**src/rtl/paralelo_serial_pkg.sv**
```systemverilog
// Shared constants for the paralelo_serial transmit stage and its FIFO.
package paralelo_serial_pkg;
    localparam int BYTE_W    = 8;
    localparam int BIT_CNT_W = 3;

    localparam logic [BYTE_W-1:0]    COMMA_BC    = 8'hBC;
    localparam logic [BIT_CNT_W-1:0] BIT_LAST    = 3'd7;
    localparam logic [0:0]           ST_PREAMBLE = 1'b0;
    localparam logic [0:0]           ST_RUN      = 1'b1;
endpackage

```
**src/rtl/fifo_2x8.sv**
```systemverilog
// Two-entry, byte-wide FIFO; a pop and a push in the same cycle are both honoured even when full.
module fifo_2x8
    import paralelo_serial_pkg::*;
(
    input  logic              clk_i,
    input  logic              rst_ni,
    input  logic              push_i,
    input  logic              pop_i,
    input  logic [BYTE_W-1:0] wdata_i,
    output logic [BYTE_W-1:0] rdata_o,
    output logic [1:0]        count_o
);
    logic [BYTE_W-1:0] mem_q [2];
    logic              rd_ptr_q, rd_ptr_d;
    logic              wr_ptr_q, wr_ptr_d;
    logic [1:0]        count_q, count_d;
    logic              do_pop_s, do_push_s;

    always_comb begin
        do_pop_s  = pop_i && (count_q != 2'd0);
        do_push_s = push_i && ((count_q != 2'd2) || do_pop_s);
        rd_ptr_d  = rd_ptr_q ^ do_pop_s;
        wr_ptr_d  = wr_ptr_q ^ do_push_s;
        case ({do_push_s, do_pop_s})
            2'b10:   count_d = count_q + 2'd1;
            2'b01:   count_d = count_q - 2'd1;
            default: count_d = count_q;
        endcase
    end

    always_ff @(posedge clk_i or negedge rst_ni) begin
        if (!rst_ni) begin
            rd_ptr_q <= 1'b0;
            wr_ptr_q <= 1'b0;
            count_q  <= 2'd0;
            for (int i = 0; i < 2; i++) begin
                mem_q[i] <= '0;
            end
        end else begin
            rd_ptr_q <= rd_ptr_d;
            wr_ptr_q <= wr_ptr_d;
            count_q  <= count_d;
            if (do_push_s) begin
                mem_q[wr_ptr_q] <= wdata_i;
            end
        end
    end

    assign rdata_o = mem_q[rd_ptr_q];
    assign count_o = count_q;
endmodule

```
**src/rtl/paralelo_serial.sv**
```systemverilog
// Byte-to-serial transmitter, MSB first, filling idle slots with the comma byte 0xBC.
// Define PARALELO_SERIAL_PREAMBLE_EN to force PREAMBLE_BC comma bytes after every reset.
module paralelo_serial
    import paralelo_serial_pkg::*;
#(
    parameter int PREAMBLE_BC = 4
) (
    input  logic              clk_32f,
    input  logic              reset_L,
    input  logic [BYTE_W-1:0] data_in,
    input  logic              valid_in,
    output logic              ready_out,
    output logic              data_out,
    output logic              valid_out,
    output logic              frame_out
);
    if ((PREAMBLE_BC < 1) || (PREAMBLE_BC > 7)) begin : g_bad_preamble
        $error("PREAMBLE_BC must be in 1..7");
    end

    logic [BIT_CNT_W-1:0] bit_cnt_q, bit_cnt_d;
    logic [BYTE_W-1:0]    shreg_q, shreg_d;
    logic                 valid_q, valid_d;
    logic                 load_s, pop_s, push_s, ready_s, payload_ok_s;
    logic [BYTE_W-1:0]    fifo_rdata_s;
    logic [1:0]           fifo_count_s;

    assign load_s = (bit_cnt_q == BIT_LAST);

`ifdef PARALELO_SERIAL_PREAMBLE_EN
    localparam logic [BIT_CNT_W-1:0] PRE_TARGET = BIT_CNT_W'(PREAMBLE_BC);

    logic [BIT_CNT_W-1:0] pre_cnt_q, pre_cnt_d;
    logic [0:0]           state_q, state_d;

    // The load that completes the last preamble comma may already carry payload.
    always_comb begin
        payload_ok_s = (state_q == ST_RUN) || ((pre_cnt_q + 3'd1) == PRE_TARGET);
        if (load_s && (state_q == ST_PREAMBLE)) begin
            pre_cnt_d = pre_cnt_q + 3'd1;
            state_d   = (pre_cnt_d == PRE_TARGET) ? ST_RUN : ST_PREAMBLE;
        end else begin
            pre_cnt_d = pre_cnt_q;
            state_d   = state_q;
        end
    end

    always_ff @(posedge clk_32f or negedge reset_L) begin
        if (!reset_L) begin
            pre_cnt_q <= 3'd0;
            state_q   <= ST_PREAMBLE;
        end else begin
            pre_cnt_q <= pre_cnt_d;
            state_q   <= state_d;
        end
    end
`else
    assign payload_ok_s = 1'b1;
`endif

    // Pop is resolved before push so a full FIFO still accepts on a load edge.
    always_comb begin
        pop_s     = load_s && payload_ok_s && (fifo_count_s != 2'd0);
        ready_s   = (fifo_count_s != 2'd2) || pop_s;
        push_s    = valid_in && ready_s;
        bit_cnt_d = bit_cnt_q + 3'd1;
        if (load_s) begin
            shreg_d = pop_s ? fifo_rdata_s : COMMA_BC;
            valid_d = pop_s;
        end else begin
            shreg_d = {shreg_q[BYTE_W-2:0], 1'b0};
            valid_d = valid_q;
        end
    end

    always_ff @(posedge clk_32f or negedge reset_L) begin
        if (!reset_L) begin
            bit_cnt_q <= 3'd0;
            shreg_q   <= COMMA_BC;
            valid_q   <= 1'b0;
        end else begin
            bit_cnt_q <= bit_cnt_d;
            shreg_q   <= shreg_d;
            valid_q   <= valid_d;
        end
    end

    fifo_2x8 u_fifo (
        .clk_i   (clk_32f),
        .rst_ni  (reset_L),
        .push_i  (push_s),
        .pop_i   (pop_s),
        .wdata_i (data_in),
        .rdata_o (fifo_rdata_s),
        .count_o (fifo_count_s)
    );

    assign ready_out = ready_s;
    assign data_out  = shreg_q[BYTE_W-1];
    assign valid_out = valid_q;
    assign frame_out = (bit_cnt_q == 3'd0);
endmodule

```
**config.mk**
```make
export PLATFORM = sky130hd
export DESIGN_NAME = paralelo_serial
export DESIGN_NICKNAME = d
export VERILOG_FILES = /design/src/rtl/paralelo_serial_pkg.sv /design/src/rtl/fifo_2x8.sv /design/src/rtl/paralelo_serial.sv
export SDC_FILE = /design/constraint.sdc
export NUM_CORES = 1
export LEC_CHECK = 0
export BUFFER_PORTS_ARGS = -buffer_cell sky130_fd_sc_hd__buf_2
export CAP_MARGIN = 20
export CELL_PAD_IN_SITES_DETAIL_PLACEMENT = 0
export CELL_PAD_IN_SITES_GLOBAL_PLACEMENT = 1
export CORE_MARGIN = 4
export CORE_UTILIZATION = 45
export CTS_CLUSTER_DIAMETER = 80
export DETAILED_ROUTE_END_ITERATION = 6
export HOLD_SLACK_MARGIN = 0.08
export PLACE_DENSITY_LB_ADDON = 0.1
export RECOVER_POWER = 25
export SLEW_MARGIN = 20
export SYNTH_ARGS = -nofsm -noshare
export SYNTH_HDL_FRONTEND = slang
export SYNTH_SLANG_ARGS = --single-unit
```
**constraint.sdc**
```tcl
create_clock -name clk_32f -period 3.4 [get_ports clk_32f]
set_clock_uncertainty 0.05 [all_clocks]
set_input_delay 0.51 -clock clk_32f [delete_from_list [all_inputs] [get_ports clk_32f]]
set_output_delay 0.51 -clock clk_32f [all_outputs]
set_load 0.02 [all_outputs]
```
==> results.toml, run 1 <==
[logic_synthesis]
synth-edff-count = 0
synth_nets = 116
yosys.cell_count.top_type = "dfrtp_1"
ys_types = 17
synthTopCellsByArea = "dfrtp_1 51%, mux2_2 14%, dfstp_2 9.9%"
avgSynthCellArea_sq_um = 13.42
netlist_area_sq_um = 1329
async_reset_ff_share_pct = 100.0
synthDominantCellAreaShare_pct = 50.85
synthTopCellsByCount = "27 x dfrtp_1, 16 x mux2_2, 8 x inv_1, 8 x mux2i_1, 8 x nor2_1"
synthFlopType = "dfrtp_1"
seq_area_frac_synth_pct = 60.73
netlist_instances = 99
synth_seq_cells = 32
yosys_warnings = 0
yosysTopAreaCell = "dfrtp_1"

[clocking]
clkTransAtPathRegs_ns = 0.09
h-tree-depth = 2
cts.path.max_buffers = 2
cts_sinks = 32
cts_tree = "yes"
clkLatencyLatePin_ns = 0.32
cts-root-buf = "clkbuf_4"
ctsResizeCount = 0
ctsHoldBuffers = 0
cts_made_buffers = 5
cts_setup_buffers = 0

[worst_setup_path]
cp.arrival_ns = 1.60
r2r-end = "u_fifo.mem_q[0]"
path_class = "register to output pin"
worstSetupStartpoint = "bit_cnt_q[0]"
required_ns = 2.84
end_kind = "output pin"
start_kind = "register"
critPathMaxFanout = 10
crit_path_max_incr_delay_ns = 0.38
cpMostUsedCell = "ha_1"
crit_chain = "ha_1 -> ha_1 -> nor2_1 -> nand2_1 -> buf_2"
critPathTopFamily = "adder cells"
cp_num_cells = 5
r2r.worst_path.cells = 7
rrSetupSlack_ns = 1.24
path_buf_inv = 1
crit_end = "ready_out"
r2r_start = "bit_cnt_q[0]"
slowest_stage = "dfrtp_1"

[power_and_ir_drop]
switching_share_pct = 30.84
power_frac_comb_pct = 29.9
power.internal_uw = 854.1
vdd_drop_max_mv = 0.4951
powerDensity_nw_per_um2 = 845.1
p_leak_uw = 0.0007067
power_frac_seq_pct = 54.5
p_sw_uw = 380.9
power_frac_clock_pct = 15.6

[routing]
dr.pass1.iters = 3
vias = 741
drtAntennaViolNets = 0
drt-wirelength-per-cell_um = 14.22
wirelength_um = 2091
post-route-drc-count = 0
drt_iter0_drc = 34
drt-vias-per-instance = 5.041

[run]
max-cap-violations = 1

[timing]
min_period_ns = 2.159
post-route-period-util_pct = 63.51
rsz0062_at_grt = "false"
tns_ns = 0
slew_viol_final = 33
clock.fmax_mhz = 463.1
hold_viol_final = 0
slew_headroom_pct = -7.214
timing_worst_slew_pin_value_ns = 1.608
setup_viol = 0
fin_ws_ns = 1.241

[run_status]
violations = "max-capacitance violations, max-slew violations"
status = "finished, violations left"

[placement]
post-dp-hpwl_um = 1466
portBuffers = 14
post-place-ws_ns = 1.206
gp_congestion = 0.6513

[floorplan]
num_rows = 19
die-area_sq_um = 3886
core-area_sq_um = 2781
start_util_pct = 47.77
io_pins = 15
die_h_um = 62.34
fp.dieW_um = 62.34

[global_routing]
antenna_found_initial = 0
track_usage_pct = 12.31
grt_max_degree = 33
grt_pass1_wl_um = 3622
grt_pass1_vias = 801
grt_overflow = 0

[finish]
areaGrowthSynthToFinish_pct = 9.981
final_layout_size_suffix_gt1_share_pct = 34.48
antenna_cells = 0
multi_input_area_sq_um = 471.7
seqCellArea_sq_um = 807.0
layout.nets = 133
fillCellCount = 259

[hold_path]
hold_path_class = "primary input to register"
hold_depth = 2
==> logic make-up after synthesis <==
logic type      count (synthesis)  synth area share [%]
xor+xnor                        4                 2.637
simple gates                   12                 3.767
compound gates                  9                 3.860
mux                            24                 19.59
buf+inv                        12                 3.767
fa+ha+maj                       6                 5.650
flops                          32                 60.73
==> worst min-delay path by stage <==
| stage | startpoint | end | slack (ns) |
|---|---|---|---|
| 2_1_floorplan | reset_L | bit_cnt_q[0] | 0.16 |
| 3_3_place_gp | bit_cnt_q[0] | bit_cnt_q[0] | 0.38 |
| 3_5_place_dp | bit_cnt_q[0] | bit_cnt_q[0] | 0.39 |
| 4_1_cts | reset_L | valid_out | 0.18 |
| 5_1_grt | data_in[3] | u_fifo.mem_q[11] | 0.35 |
| 6_report | data_in[3] | u_fifo.mem_q[3] | 0.37 |
==> layout make-up <==
type	instances	share of cell area (%)
inverters	8	2.055
clock buffers	7	3.082
well taps	31	2.654
repair buffers	14	4.709
flip-flops and latches	32	55.22
multi-input cells	55	32.28
==> routing by layer <==
| metal | wire length, um | up-vias | global-route usage [%] |
|---|---|---|---|
| met1 | 954 | 358 | 13.65 |
| met5 | 0 | - | 0 |
| met4 | 44 | 0 | 6.366 |
| met3 | 117 | 6 | 5.946 |
| met2 | 975 | 14 | 19.43 |
| li1 | - | 363 | - |
==> placed cells by master (no fill, tap or decap) <==
cell      count
o22ai_1       2
clkbuf_4      5
mux2i_1       8
nor2b_1       1
o21ai_2       1
inv_1         8
clkbuf_1      3
ha_1          6
nand2_1       2
mux2_2       16
a21oi_1       5
dfrtp_1      27
xor2_1        1
xnor2_1       3
o21ai_0       1
and2_1        1
nor2_1        8
dfstp_2       5
buf_2        13
==> through the flow <==
stage	hold WS (ns)	util (%)	cells	power [uW]	instance area, sq um
floorplan	0.1644	-	99	960.0	1329
global placement	0.3778	50.97	140	1052	1418
detailed placement	0.3860	50.97	140	1064	1418
CTS	0.1776	52.59	147	1260	1463
global route	0.3487	52.54	147	1333	1461
finish	0.3742	52.54	147	1235	1461
==> state kept, by name (all words and copies together), names as in the netlist <==
| signal | flops |
|---|---|
| valid_out | 1 |
| u_fifo.rd_ptr_q | 1 |
| bit_cnt_q | 3 |
| u_fifo.wr_ptr_q | 1 |
| u_fifo.count_o | 2 |
| u_fifo.mem_q | 16 |
| shreg_q | 8 |
==> power by group through the flow <==
stage / clock network, uW / registers [uW] / logic [uW]
6_report: 193 / 673 / 369
3_5_place_dp: 0 / 685 / 379
5_1_grt: 225 / 697 / 411
4_1_cts: 204 / 677 / 379
2_1_floorplan: 0 / 649 / 311
3_3_place_gp: 0 / 680 / 372
No activity file was read; power rests on OpenSTA's default activity.
==> inputs of run 2 (changes only) <==
- CORE_UTILIZATION: 45 -> 41
- clock period: 3.4 -> 1.8 ns (I/O delays scaled with it)
==> run 2 against run 1 <==
Effect of this change: the run now ends clean; clock power increased to 3.2 times the previous value; flip-flop and latch count unchanged; utilization increased by 0.14 points; worst setup slack got worse by 1.2 ns; largest power group unchanged; total power increased by 120%; global-route usage increased by 0.24 points.
==> results.toml, run 2 (synthesis gave the netlist of run 1 again) <==
[finish]
final_layout_size_suffix_gt1_share_pct = 44.63
largest_register_ffs = 16
antenna_cells = 0
fillCellCount = 264
top_regs = "u_fifo.mem_q (16), shreg_q (8), bit_cnt_q (3)"
largest_register = "u_fifo.mem_q"
areaGrowthSynthToFinish_pct = 22.03
layout_commonest_cell = "dfrtp_1"
final_cell_mix = "27 x dfrtp_1, 16 x mux2_2, 12 x buf_2"
layout.nets = 137
final_cells = 165
fin_area_sq_um = 1622

[routing]
post-route-drc-count = 0
drt_iter0_drc = 17
drt-wirelength-per-cell_um = 13.53
dr.pass1.iters = 2
drt-vias-per-instance = 4.721
vias = 779
drtAntennaViolNets = 0
wirelength_um = 2233

[worst_setup_path]
path_class = "register to output pin"
end_kind = "output pin"
slowest_stage = "dfrtp_1"
r2r-end = "u_fifo.mem_q[4]"
crit_path_max_incr_delay_ns = 0.40
crit_chain = "ha_2 -> ha_4 -> nor2_4 -> nand2_4 -> buf_4"
cp_num_cells = 5
critPathTopFamily = "flip-flops"
start_kind = "register"
critPathMaxFanout = 3
required_ns = 1.48
rrSetupSlack_ns = 0.09
cp.arrival_ns = 1.41
path_buf_inv = 1
r2r.worst_path.cells = 7
r2r_start = "bit_cnt_q[1]"

[placement]
portBuffers = 14
gp_congestion = 0.7539
dp_cells = 156
placed_area_sq_um = 1514

[hold_path]
hold_path_end = "u_fifo.mem_q[2]"
hold_depth = 2
hold_start = "data_in[2]"
hold_path_class = "primary input to register"

[clocking]
cts.path.max_buffers = 2
h-tree-depth = 2
cts_sinks = 32
cts_tree = "yes"
cts_setup_buffers = 0
clkTransAtPathRegs_ns = 0.10
cts_made_buffers = 5
cts-root-buf = "clkbuf_4"
clkLatencyLatePin_ns = 0.33

[power_and_ir_drop]
power.internal_uw = 1890
vdd_drop_max_mv = 0.8902
power_frac_comb_pct = 29.0
p_leak_uw = 0.0007598
power_frac_seq_pct = 48.1
power_frac_clock_pct = 22.9
p_sw_uw = 777.9
switching_share_pct = 29.16
powerDensity_nw_per_um2 = 1645

[floorplan]
fp.dieW_um = 64.93
io_pins = 15
die-area_sq_um = 4216
die_h_um = 64.93
core-area_sq_um = 3078
start_util_pct = 43.17
num_rows = 20

[timing]
min_period_ns = 1.733
tns_ns = 0
slew_headroom_pct = 47.01
setup_viol = 0
hold_viol_final = 0
post-route-period-util_pct = 96.29
slew_viol_final = 0
clock.fmax_mhz = 577.0
hold_slack_ns = 0.1252
timing_worst_slew_pin_value_ns = 0.7948

[global_routing]
grt_pass1_vias = 835
grt_max_degree = 33
grt_overflow = 0
grt_pass1_wl_um = 3870
track_usage_pct = 12.54
antenna_found_initial = 0

[run_status]
status = "completed"

[run]
max-cap-violations = 0
-- run 2: changes by cell type in the layout (fill, tap and decap cells not counted), sizes merged --
cell / previous run / this run
buf: 13 / 16
bufinv: 0 / 1
dlygate4sd3: 0 / 1
-- run 2: cell type report --
cell class              count  area (sq um)  area share [%]
multi-input cells          55         529.3           32.64
flip-flops and latches     32         807.0           49.77
well taps                  44         55.05           3.395
clock buffers               7         65.06           4.012
clock inverters             1         30.03           1.852
inverters                   8         30.03           1.852
repair buffers             18         105.1           6.481
-- run 2: power groups by stage --
stage / combinational (uW) / clock, uW / sequential, uW
2_1_floorplan: 662 / 0 / 1240
3_3_place_gp: 775 / 0 / 1300
3_5_place_dp: 784 / 0 / 1300
4_1_cts: 791 / 630 / 1290
5_1_grt: 867 / 664 / 1330
6_report: 774 / 611 / 1280
-- run 2: worst max path at each step --
stage / start / end / slack (ns)
after global placement: bit_cnt_q[1] / u_fifo.mem_q[2] / 0.11
final: bit_cnt_q[1] / ready_out / 0.07
after CTS: bit_cnt_q[1] / ready_out / 0.03
after detailed placement: bit_cnt_q[1] / u_fifo.mem_q[14] / 0.11
after global routing: bit_cnt_q[1] / ready_out / -0.0007
after floorplan: bit_cnt_q[1] / u_fifo.mem_q[0] / -0.06
-- run 2: timing repair --
item | 4_1_cts | 5_1_grt
resized for setup | 0 | 1
setup endpoints to repair | 0 | 1
hold buffers | 1 | 0
hold endpoints to repair | 27 | 0
-- run 2: metrics by stage --
step	worst slack (ns)	utilization, %	power (uW)
CTS	0.03256	52.60	2709
global route	-0.0006881	52.68	2859
finish	0.06677	52.68	2668
floorplan	-0.05587	-	1906
global placement	0.1095	49.19	2075
detailed placement	0.1063	49.19	2085
-- run 2: layer usage --
metal	vias up	global-route usage, %	share of wire [%]
li1	375	-	-
met1	383	15.44	46
met2	15	19.41	48
met3	6	4.333	4.8
met4	0	6.332	1.5
met5	-	0	0
